==> src/rtl/prefetcher_ar_arbiter.sv <==
// prefetcher_ar_arbiter: round-robin AR arbiter with ID-routed R return and per-slice outstanding tracking
module prefetcher_ar_arbiter #(
   parameter int NUM_SLICES      = 4,
   parameter int ADDR_BITS       = 64,
   parameter int BURST_LEN_WIDTH = 8,
   parameter int TID_WIDTH       = 8,
   parameter int DATA_WIDTH      = 64,
   parameter int MAX_OUTSTANDING = 8,
   parameter int SEL_W           = $clog2(NUM_SLICES)
) (
   input  logic                            clk,
   input  logic                            reset,
   input  logic [NUM_SLICES-1:0]           s_ar_valid,
   output logic [NUM_SLICES-1:0]           s_ar_ready,
   input  logic [NUM_SLICES*ADDR_BITS-1:0] s_ar_addr,
   input  logic [NUM_SLICES*BURST_LEN_WIDTH-1:0] s_ar_len,
   input  logic [NUM_SLICES*TID_WIDTH-1:0] s_ar_id,
   input  logic [NUM_SLICES-1:0]           slice_block,
   output logic [NUM_SLICES-1:0]           slice_idle,
   output logic                            m_ar_valid,
   input  logic                            m_ar_ready,
   output logic [ADDR_BITS-1:0]            m_ar_addr,
   output logic [BURST_LEN_WIDTH-1:0]      m_ar_len,
   output logic [SEL_W+TID_WIDTH-1:0]      m_ar_id,
   input  logic                            m_r_valid,
   output logic                            m_r_ready,
   input  logic [SEL_W+TID_WIDTH-1:0]      m_r_id,
   input  logic                            m_r_last,
   input  logic [DATA_WIDTH-1:0]           m_r_data,
   output logic [NUM_SLICES-1:0]           s_r_valid,
   input  logic [NUM_SLICES-1:0]           s_r_ready,
   output logic [TID_WIDTH-1:0]            s_r_id,
   output logic                            s_r_last,
   output logic [DATA_WIDTH-1:0]           s_r_data,
   output logic                            err_sticky
);
   localparam int CNT_W = $clog2(MAX_OUTSTANDING + 1);
   localparam logic [CNT_W-1:0] MAX_CNT = CNT_W'(MAX_OUTSTANDING);
   logic [SEL_W-1:0]           r_rr_ptr;
   logic [CNT_W-1:0]           r_cnt [NUM_SLICES];
   logic                       r_ar_valid;
   logic [ADDR_BITS-1:0]       r_ar_addr;
   logic [BURST_LEN_WIDTH-1:0] r_ar_len;
   logic [SEL_W+TID_WIDTH-1:0] r_ar_id;
   logic                       r_err;
   logic [NUM_SLICES-1:0]      w_elig, w_inc, w_dec;
   logic                       w_free, w_grant, w_sel_ok, w_retire, w_uflow;
   logic [SEL_W-1:0]           w_win, w_sel;
   assign w_sel      = m_r_id[TID_WIDTH +: SEL_W];
   assign w_sel_ok   = int'(w_sel) < NUM_SLICES;
   assign s_r_valid  = (w_sel_ok & m_r_valid) ? NUM_SLICES'(1) << w_sel : '0;
   assign m_r_ready  = w_sel_ok ? s_r_ready[w_sel] : 1'b1;
   assign w_retire   = m_r_valid & m_r_ready & m_r_last & w_sel_ok;
   assign s_r_id     = m_r_id[TID_WIDTH-1:0];
   assign s_r_last   = m_r_last;
   assign s_r_data   = m_r_data;
   assign w_free     = ~r_ar_valid | m_ar_ready;
   assign s_ar_ready = w_grant ? NUM_SLICES'(1) << w_win : '0;
   assign m_ar_valid = r_ar_valid;
   assign m_ar_addr  = r_ar_addr;
   assign m_ar_len   = r_ar_len;
   assign m_ar_id    = r_ar_id;
   assign err_sticky = r_err;
   // eligibility, counter deltas, idle flags and underflow detection per slice
   always_comb begin
      w_uflow = 1'b0;
      for (int i = 0; i < NUM_SLICES; i++) begin
         w_elig[i]     = s_ar_valid[i] & ~slice_block[i] & (r_cnt[i] < MAX_CNT);
         w_inc[i]      = w_grant & (w_win == SEL_W'(i));
         w_dec[i]      = w_retire & (w_sel == SEL_W'(i));
         w_uflow       = w_uflow | (w_dec[i] & ~w_inc[i] & (r_cnt[i] == '0));
         slice_idle[i] = (r_cnt[i] == '0) & ~(r_ar_valid & (r_ar_id[TID_WIDTH +: SEL_W] == SEL_W'(i)));
      end
   end
   // round-robin scan starting just after the last winner
   always_comb begin
      w_grant = 1'b0;
      w_win   = '0;
      for (int k = 1; k <= NUM_SLICES; k++) begin
         if (!w_grant && w_free && w_elig[(int'(r_rr_ptr) + k) % NUM_SLICES]) begin
            w_grant = 1'b1;
            w_win   = SEL_W'((int'(r_rr_ptr) + k) % NUM_SLICES);
         end
      end
   end
   // registered AR output stage and round-robin pointer
   always_ff @(posedge clk) begin
      if (reset) begin
         r_ar_valid <= 1'b0;
         r_ar_addr  <= '0;
         r_ar_len   <= '0;
         r_ar_id    <= '0;
         r_rr_ptr   <= SEL_W'(NUM_SLICES - 1);
      end else if (w_grant) begin
         r_ar_valid <= 1'b1;
         r_ar_addr  <= s_ar_addr[int'(w_win)*ADDR_BITS +: ADDR_BITS];
         r_ar_len   <= s_ar_len[int'(w_win)*BURST_LEN_WIDTH +: BURST_LEN_WIDTH];
         r_ar_id    <= {w_win, s_ar_id[int'(w_win)*TID_WIDTH +: TID_WIDTH]};
         r_rr_ptr   <= w_win;
      end else if (m_ar_ready) begin
         r_ar_valid <= 1'b0;
      end
   end
   // outstanding counters; a grant and retire on the same slice cancel out
   always_ff @(posedge clk) begin
      if (reset) begin
         for (int i = 0; i < NUM_SLICES; i++) r_cnt[i] <= '0;
         r_err <= 1'b0;
      end else begin
         for (int i = 0; i < NUM_SLICES; i++) begin
            if (w_inc[i] && !w_dec[i]) r_cnt[i] <= r_cnt[i] + 1'b1;
            else if (w_dec[i] && !w_inc[i] && r_cnt[i] != '0) r_cnt[i] <= r_cnt[i] - 1'b1;
         end
         r_err <= r_err | (m_r_valid & ~w_sel_ok) | w_uflow;
      end
   end
endmodule

==> config.mk <==
export PLATFORM = sky130hd
export DESIGN_NAME = prefetcher_ar_arbiter
export DESIGN_NICKNAME = d
export VERILOG_FILES = /design/src/rtl/prefetcher_ar_arbiter.sv
export SDC_FILE = /design/constraint.sdc
export NUM_CORES = 1
export LEC_CHECK = 0
export CORE_AREA = 3 3 223 225
export CTS_CLUSTER_SIZE = 20
export DETAILED_ROUTE_END_ITERATION = 8
export DIE_AREA = 0 0 226 228
export SYNTH_ARGS = -nofsm -noshare
export SYNTH_HDL_FRONTEND = slang
export SYNTH_SLANG_ARGS = --single-unit
==> constraint.sdc <==
create_clock -name clk -period 4.4 [get_ports clk]
set_input_delay 0.66 -clock clk [delete_from_list [all_inputs] [get_ports clk]]
set_output_delay 0.66 -clock clk [all_outputs]
set_load 0.005 [all_outputs]
### Word-level counts from Yosys, hierarchy flattened

Memories as Yosys holds them, arrays and structs flattened.
Index checks and enable logic that the tools add are counted.

| cells by class | value |
|---|---|
| add/sub/neg operators | 12 |
| $mul | 0 |
| div/mod/pow operators | 0 |
| $lt $le $gt $ge | 9 |
| equality and inequality tests | 9 |
| shifts and indexed selects | 5 |
| mux-type cells | 64 |
| bitwise operators | 64 |
| reduce and logical (&&, ||, !) cells | 46 |

Operator list:

| kind | count |
|---|---|
| $shiftx 256x9->64 | 1 |
| $shiftx 32x6->8 | 2 |
| $mux 1 | 45 |
| $mux 4 | 10 |
| $and 1x1->1 | 34 |
| $logic_and 1x1->1 | 19 |
| $add 4x1->4 const B | 4 |
| $logic_not 4->1 | 4 |
| $lt 3x4->1 const B | 4 |
| $lt 4x4->1 const B | 4 |
| $reduce_bool 4->1 | 4 |
| $sub 4x1->4 const B | 4 |
| $not 1->1 | 13 |
| $or 1x1->1 | 13 |
| $eq 2x2->1 const B | 6 |
| $logic_not 1->1 | 11 |
| $bmux 1 s2 | 5 |
| $mux 2 | 4 |
| $reduce_or 2->1 | 4 |
| $shl 1x2->4 const A | 2 |
| $eq 2x1->1 const B | 3 |
| $logic_not 2->1 | 3 |
| $add 2x1->2 const B | 2 |
| $add 2x2->2 const B | 2 |
| other kinds (3) | 6 |

| word-level totals | value |
|---|---|
| flip-flop bits (word level) | 86 |
| latch bits | 0 |
| memory bits (writable) | 16 |
| ROM bits | 0 |
| input port bits | 411 |
| word-level logic and storage cells | 216 |
| memories | 1 |

Memories:

| memory | words | width | read ports | clocked after Yosys merged registers in | wr ports | RTL line | RTL |
|---|---|---|---|---|---|---|---|
| r_cnt | 4 | 4 | 4 | 0 | 4 | 40 | `logic [CNT_W-1:0] r_cnt [NUM_SLICES];` |

### Longest topological paths before layout

Gate-level depths: netlist of the first run.

| depth | value |
|---|---|
| depth after elaboration | 30 |
| mapped depth | 16 |
| gate-level depth less buffers | 13 |

### Worst setup path before layout of the first run

OpenSTA, ideal clock, no wires.

| timing | value |
|---|---|
| path kind | input -> register |
| from | in slice_block[0] |
| to | mem r_cnt[0][7] in the netlist's numbering, data pin |
| arrival | 3.245 ns |
| setup slack | 1.015 ns |
| stages on the path | 14 |
| path through | or3b_1 buf_6 a41oi_2 o211ai_1 nand2b_1 nand4_1 inv_1 ha_1 a21o_1 a21oi_1 xnor2_1 or3_1 mux2_2 nor2_1 |

RTL lines:

| item | RTL line | RTL |
|---|---|---|
| start: declaration | 18 | `input logic [NUM_SLICES-1:0] slice_block,` |
| end: declaration | 40 |  |

### Final worst setup path of the first run

| timing | value |
|---|---|
| from | in s_ar_valid[2] |
| to | out s_ar_ready[3] |

| on the way | value |
|---|---|
| cells in the longest elaborated chain, start to end | 21 |

Ends and longest elaborated chain:

| item | RTL line | RTL |
|---|---|---|
| start: declaration | 13 | `input logic [NUM_SLICES-1:0] s_ar_valid,` |
| $and 1x1->1 * (2 in series) | 68 | `w_elig[i] = s_ar_valid[i] & ~slice_block[i] & (r_cnt[i] < MAX_CNT);` |
| $bmux 1 s2 | 80 | `if (!w_grant && w_free && w_elig[(int'(r_rr_ptr) + k) % NUM_SLICES]) begin` |
| $mux 1 (not written as such) (2 in series) | 80 |  |
| $logic_and 1x1->1 | 80 |  |
| $mux 1 | 80 |  |
| $logic_not 1->1 | 80 |  |
| $logic_and 1x1->1 (2 in series) | 80 |  |
| $mux 1 | 80 |  |
| $logic_not 1->1 | 80 |  |
| $logic_and 1x1->1 (2 in series) | 80 |  |
| $mux 1 | 80 |  |
| $logic_not 1->1 | 80 |  |
| $logic_and 1x1->1 (2 in series) | 80 |  |
| $mux 2 | 80 |  |
| $shl 1x2->4 | 58 | `assign s_ar_ready = w_grant ? NUM_SLICES'(1) << w_win : '0;` |
| $mux 4 * | 58 |  |
| end: declaration | 14 | `output logic [NUM_SLICES-1:0] s_ar_ready,` |

Every way passes the cells marked *; elsewhere a longest branch is shown, timed or not. The select of a mux whose other input is x is not followed.

==> results.yml, run 1 <==
grt:
  grt_overflow_total: 0
  grt_pass1_vias: 7600
  grt_first_pass_wirelength_mm: 48.03
  grt_usage: 0.1255
  antenna_found_initial: 3
  grt_max_degree: 52
floorplanning:
  io-pin-count: 581
  die_area_um2: 51530
  die_h_um: 228
  die_width_um: 226
  rows: 80
  core-area_um2: 47750
  start_util: 0.1551
synthesis:
  yosys.area_share.simple: 0.1880
  netlist_area_um2: 7406
  ys_ff_latch: 102
  netlist.top_cell.by_area: "dfxtp_1"
  post_synth_num_cell_types: 67
  synth_xor_area_frac: 0.007096
  synthTopCellsByArea: "dfxtp_1 23%, mux2i_1 13%, mux4_2 9.7%, buf_4 7.9%, edfxtp_1 6.5%"
  synth_warnings: 0
  seq_area_frac_synth: 0.2973
  synth-edff-count: 16
  ys.flop_type: "dfxtp_1"
  synthMostInstantiatedCell: "mux2i_1"
  syn_inst: 753
  synthAdderAreaFrac: 0.02163
  synth_top_family_by_area: "multiplexers"
  synthMuxAreaShare: 0.2423
  synth_top_area_frac: 0.2325
  synthArstFlopShare: 0
  avgSynthCellArea_um2: 9.835
  synth_common_cells: "93 x mux2i_1, 91 x nor2_1, 86 x dfxtp_1"
  syn_nets: 1175
  synth_compound_area_frac: 0.1090
drt:
  drcViolationCount: 0
  drt_wl_total_mm: 32.94
  first_pass_iters: 7
  wire_per_inst_um: 19.24
  num_vias: 7235
  drt-initial-drc-count: 386
  top_layer: "met5"
  route.met3.wl_mm: 2.651
  dr_wl_met2_mm: 15.78
  vias_per_cell: 4.226
  wl_met1_mm: 13.50
  ant_nets: 0
critical_path:
  startpoint: "s_ar_valid[2]"
  crit_fanout: 10
  r2r-start: "r_cnt[0][3]"
  critPathSlowestCell: "clkdlybuf4s50_1"
  worst-path-buf-inv: 2
  critPathMostFrequentCell: "clkdlybuf4s50_1"
  critical_path.max_stage_delay_ps: 710
  crit_arrival_ps: 3250
  worst-setup-path-type: "in -> out"
  rr_worst_depth: 13
  worstPathCellList: "clkdlybuf4s50_1 -> or3b_1 -> a22oi_1 -> nand2_1 -> nor3_1 -> clkdlybuf4s50_1"
  endpoint_kind: "primary output"
  required_ps: 3740
  cp.depth: 6
  start_kind: "input port"
  crit_family: "buffers and inverters"
timing:
  hold_violations: 0
  period_share: 0.8888
  fmax_ghz: 0.2557
  timing.final.max_slew_violations: 0
  worst_slew_pin_slew_ps: 1046
  tns_ps: 0
  slew-limit-headroom: 0.3013
  finalWorstSetupSlack_ps: 489.4
  final.min_clock_period_ps: 3911
  finClkSkew_ps: 11.50
  rsz0062_at_grt: "no"
  setup-violations-final: 0
  whs_ps: 462.1
finish:
  drive_gt1_frac: 0.1005
  postLayoutCellArea_um2: 12140
  finalNonFillerCells: 1712
  fin_util: 0.2542
  fin_nets: 1512
  area_growth_pct: 63.91
pwr:
  swShare: 0.3302
  power_density_nw_per_um2: 301.0
  p_switching_mw: 1.207
  power.internal_mw: 2.448
  clkPwrFrac: 0.245
  p_seq_frac: 0.330
  p_leak_nw: 4.644
  irDropWorstVdd_mv: 0.1634
  total_power_mw: 3.654
  combPwrFrac: 0.425
min_path:
  hp-start: "m_ar_addr[24]"
  hold_path.class: "reg -> reg"
  min_path_cells: 2
place:
  gp_congestion: 0.9139
  placedCellCount: 1694
  portBuffers: 436
  placed_area_um2: 11820
  dpl.hpwl_mm: 26.57
  dp_slack_ps: 281.7
cts:
  hold_buffers: 0
  cts_setup_buffers: 0
  cts_sinks: 102
  cts_resized: 0
  cts-root-buf: "clkbuf_16"
  cts_tree: "built"
  h-tree-depth: 3
  cts_buffers: 9
  clk_pin_slew_ps: 70
  clk_latency_ps: 380
  ctsLongestPathBuffers: 2
outcome:
  outcome: "finished clean"
flow_run:
  drv_cap: 0
state kept, by name, indices dropped and copies added, names as in the netlist:
name        cells
err_sticky      1
r_rr_ptr        2
m_ar_id        10
m_ar_addr      64
r_cnt          16
m_ar_valid      1
m_ar_len        8
power by group through the flow:
| stage | registers, mW | logic, mW | clock network [mW] |
|---|---|---|---|
| floorplan | 1.21 | 0.823 | 0 |
| global placement | 1.22 | 1.56 | 0 |
| detailed placement | 1.22 | 1.58 | 0 |
| CTS | 1.21 | 1.58 | 0.949 |
| global route | 1.23 | 1.68 | 0.975 |
| finish | 1.21 | 1.55 | 0.896 |
per-layer routing:
layer | vias to the layer above | track usage
met5 | - | 0
met4 | 2 | 0.05223
met3 | 38 | 0.04448
met2 | 342 | 0.2033
met1 | 3461 | 0.1504
li1 | 3392 | -
logic make-up after synthesis:
group / after synthesis
xor gates and xnor gates: 6
muxes: 131
adders and majority gates: 11
DFF: 102
AOI/OAI and AO/OA: 99
and+or+nand+nor: 260
buffers and inverters: 144
final timing paths:
kind / to / slack, ps
worst max-delay path: s_ar_ready[3] / 490
worst min-delay path: m_ar_addr[24] / 460
worst max register to register: r_cnt[0][7] / 880
worst min register to register: m_ar_addr[24] / 460
placed cells by master (no fill, tap or decap), types with 5 or more instances in the layout:
cell type and instances:
nor3_1 24, ha_1 8, buf_4 16, a21oi_1 13, nand2_1 58, dfxtp_1 86, and2_1 5, inv_1 16
nand2b_1 6, a21o_1 5, nor2_1 90, mux4_1 5, o221ai_1 43, mux4_2 32, mux2i_1 93, nand4_1 5
edfxtp_1 16, a31oi_1 5, nor3_2 27, clkdlybuf4s50_1 435, nand3_1 6, clkbuf_16 9
worst register-to-register path: cells and delay by family (launching register included):
kind,cells,cell delay [ps]
AOI/OAI and AO/OA,4,840
xor gates and xnor gates,1,100
adders and majority gates,1,280
buffers and inverters,1,80
DFF,1,470
muxes,1,270
and+or+nand+nor,5,1340
area by class of cell:
cell class | count | area (um^2)
Antenna cell | 2 | 5.005
Clock buffer | 10 | 239.0
Clock inverter | 6 | 76.32
Fill cell | 5054 | 35610
Inverter | 16 | 60.06
Multi-Input combinational cell | 507 | 4253
Sequential cell | 102 | 2202
Tap cell | 615 | 769.5
Timing Repair Buffer | 454 | 4534
(Power assumes the default switching activity.)
==> inputs of run 2 (changes only) <==
--- a/config.mk
+++ b/config.mk
@@ -5,10 +5,10 @@
 export SDC_FILE = /design/constraint.sdc
 export NUM_CORES = 1
 export LEC_CHECK = 0
-export CORE_AREA = 3 3 223 225
+export CORE_AREA = 4 4 224 226
 export CTS_CLUSTER_SIZE = 20
 export DETAILED_ROUTE_END_ITERATION = 8
-export DIE_AREA = 0 0 226 228
+export DIE_AREA = 0 0 228 230
 export SYNTH_ARGS = -nofsm -noshare
 export SYNTH_HDL_FRONTEND = slang
 export SYNTH_SLANG_ARGS = --single-unit
==> results.yml, run 2 (synthesis results as in run 1) <==
cts:
  hold_buffers: 0
  ctsLongestPathBuffers: 2
  h-tree-depth: 3
  cts-root-buf: "clkbuf_16"
  cts_sinks: 102
  clk_latency_ps: 380
  clk_pin_slew_ps: 80
  cts_buffers: 9
  cts_setup_buffers: 0
  cts_tree: "built"
  cts_resized: 0
timing:
  setup-violations-final: 0
  hold_violations: 0
  period_share: 0.8750
  rsz0062_at_grt: "no"
  slew-limit-headroom: 0.3802
  tns_ps: 0
  finClkSkew_ps: 10.22
  timing.final.max_slew_violations: 0
  whs_ps: 465.8
  fmax_ghz: 0.2597
  worst_slew_pin_slew_ps: 921.2
  finalWorstSetupSlack_ps: 550.1
  final.min_clock_period_ps: 3850
grt:
  grt_overflow_total: 0
  grt_pass1_vias: 7655
  grt_first_pass_wirelength_mm: 46.78
  grt_max_degree: 57
  antenna_found_initial: 0
  grt_usage: 0.1157
drt:
  first_pass_iters: 5
  ant_nets: 0
  drcViolationCount: 0
  drt-initial-drc-count: 304
  drt_wl_total_mm: 31.33
  num_vias: 7189
  vias_per_cell: 4.180
  wire_per_inst_um: 18.21
floorplanning:
  die_area_um2: 52440
  io-pin-count: 581
  die_h_um: 230
  rows: 81
  die_width_um: 228
  start_util: 0.1532
  core-area_um2: 48340
critical_path:
  endpoint_kind: "flip-flop"
  crit_arrival_ps: 4090
  worst-setup-path-type: "in -> reg"
  required_ps: 4640
  start_kind: "input port"
  crit_fanout: 10
finish:
  finalNonFillerCells: 1720
  largest_register_ff_count: 64
  mostFrequentLayoutCell: "clkdlybuf4s50_1"
  drive_gt1_frac: 0.1020
  fin_nets: 1515
  postLayoutCellArea_um2: 12140
  mostFrequentLayoutCells: "435 x clkdlybuf4s50_1, 93 x mux2i_1, 90 x nor2_1"
  antenna_cells: 0
  area_growth_pct: 63.95
  fin_util: 0.2512
  n_fill_cell: 5124
place:
  dpl.hpwl_mm: 25.34
  placedCellCount: 1704
  gp_congestion: 0.8613
  dp_slack_ps: 214.8
  portBuffers: 436
  placed_area_um2: 11840
pwr:
  total_power_mw: 3.630
  p_leak_nw: 4.643
  irDropWorstVdd_mv: 0.1440
  power_density_nw_per_um2: 299.0
outcome:
  outcome: "finished clean"
flow_run:
  drv_cap: 0
min_path:
  hold_path.class: "reg -> reg"
run 2: worst paths after layout:
| path | startpoint | end | slack (ps) | cells past startpoint |
|---|---|---|---|---|
| hold reg to reg | m_ar_addr[17] | m_ar_addr[17] | 470 | 2 |
| setup reg to reg | r_cnt[0][15] | r_cnt[0][7] | 780 | 13 |
| setup / recovery | s_ar_valid[0] | r_cnt[0][7] | 550 | 14 |
| hold / removal | m_ar_addr[17] | m_ar_addr[17] | 470 | 2 |
run 2: layout make-up:
| cell class | count | area [um^2] | share of cell area |
|---|---|---|---|
| timing repair buffer | 457 | 4544 | 0.3743 |
| multi-input combinational | 507 | 4253 | 0.3503 |
| sequential | 102 | 2202 | 0.1814 |
| tap | 622 | 778.2 | 0.06410 |
| clock buffer | 10 | 229.0 | 0.01886 |
| clock inverter | 6 | 75.07 | 0.006183 |
| inverter | 16 | 60.06 | 0.004946 |
run 2: worst max-delay path, stage by stage:
cell	delay [ps]
clkdlybuf4s50_1	470
or3b_1	540
a41oi_4	290
o211ai_1	180
nand2b_1	320
nand4_1	180
inv_1	80
ha_1	270
a21o_1	170
a21oi_1	170
xnor2_1	100
or3_1	320
mux2_2	270
nor2_1	80
run 2: metal layers:
layer | wire, um | share of wire | up-vias | track usage
met2 | 15620 | 0.50 | 323 | 0.1985
met4 | 565 | 0.018 | 0 | 0.03444
met3 | 2420 | 0.077 | 35 | 0.03940
met5 | 0 | 0 | - | 0
met1 | 12720 | 0.41 | 3438 | 0.1373
li1 | - | - | 3393 | -
run 2: power breakdown:
group	switching (mW)	internal, mW	total [mW]
registers	0.108	1.10	1.21
clock network	0.431	0.452	0.883
logic	0.660	0.881	1.54
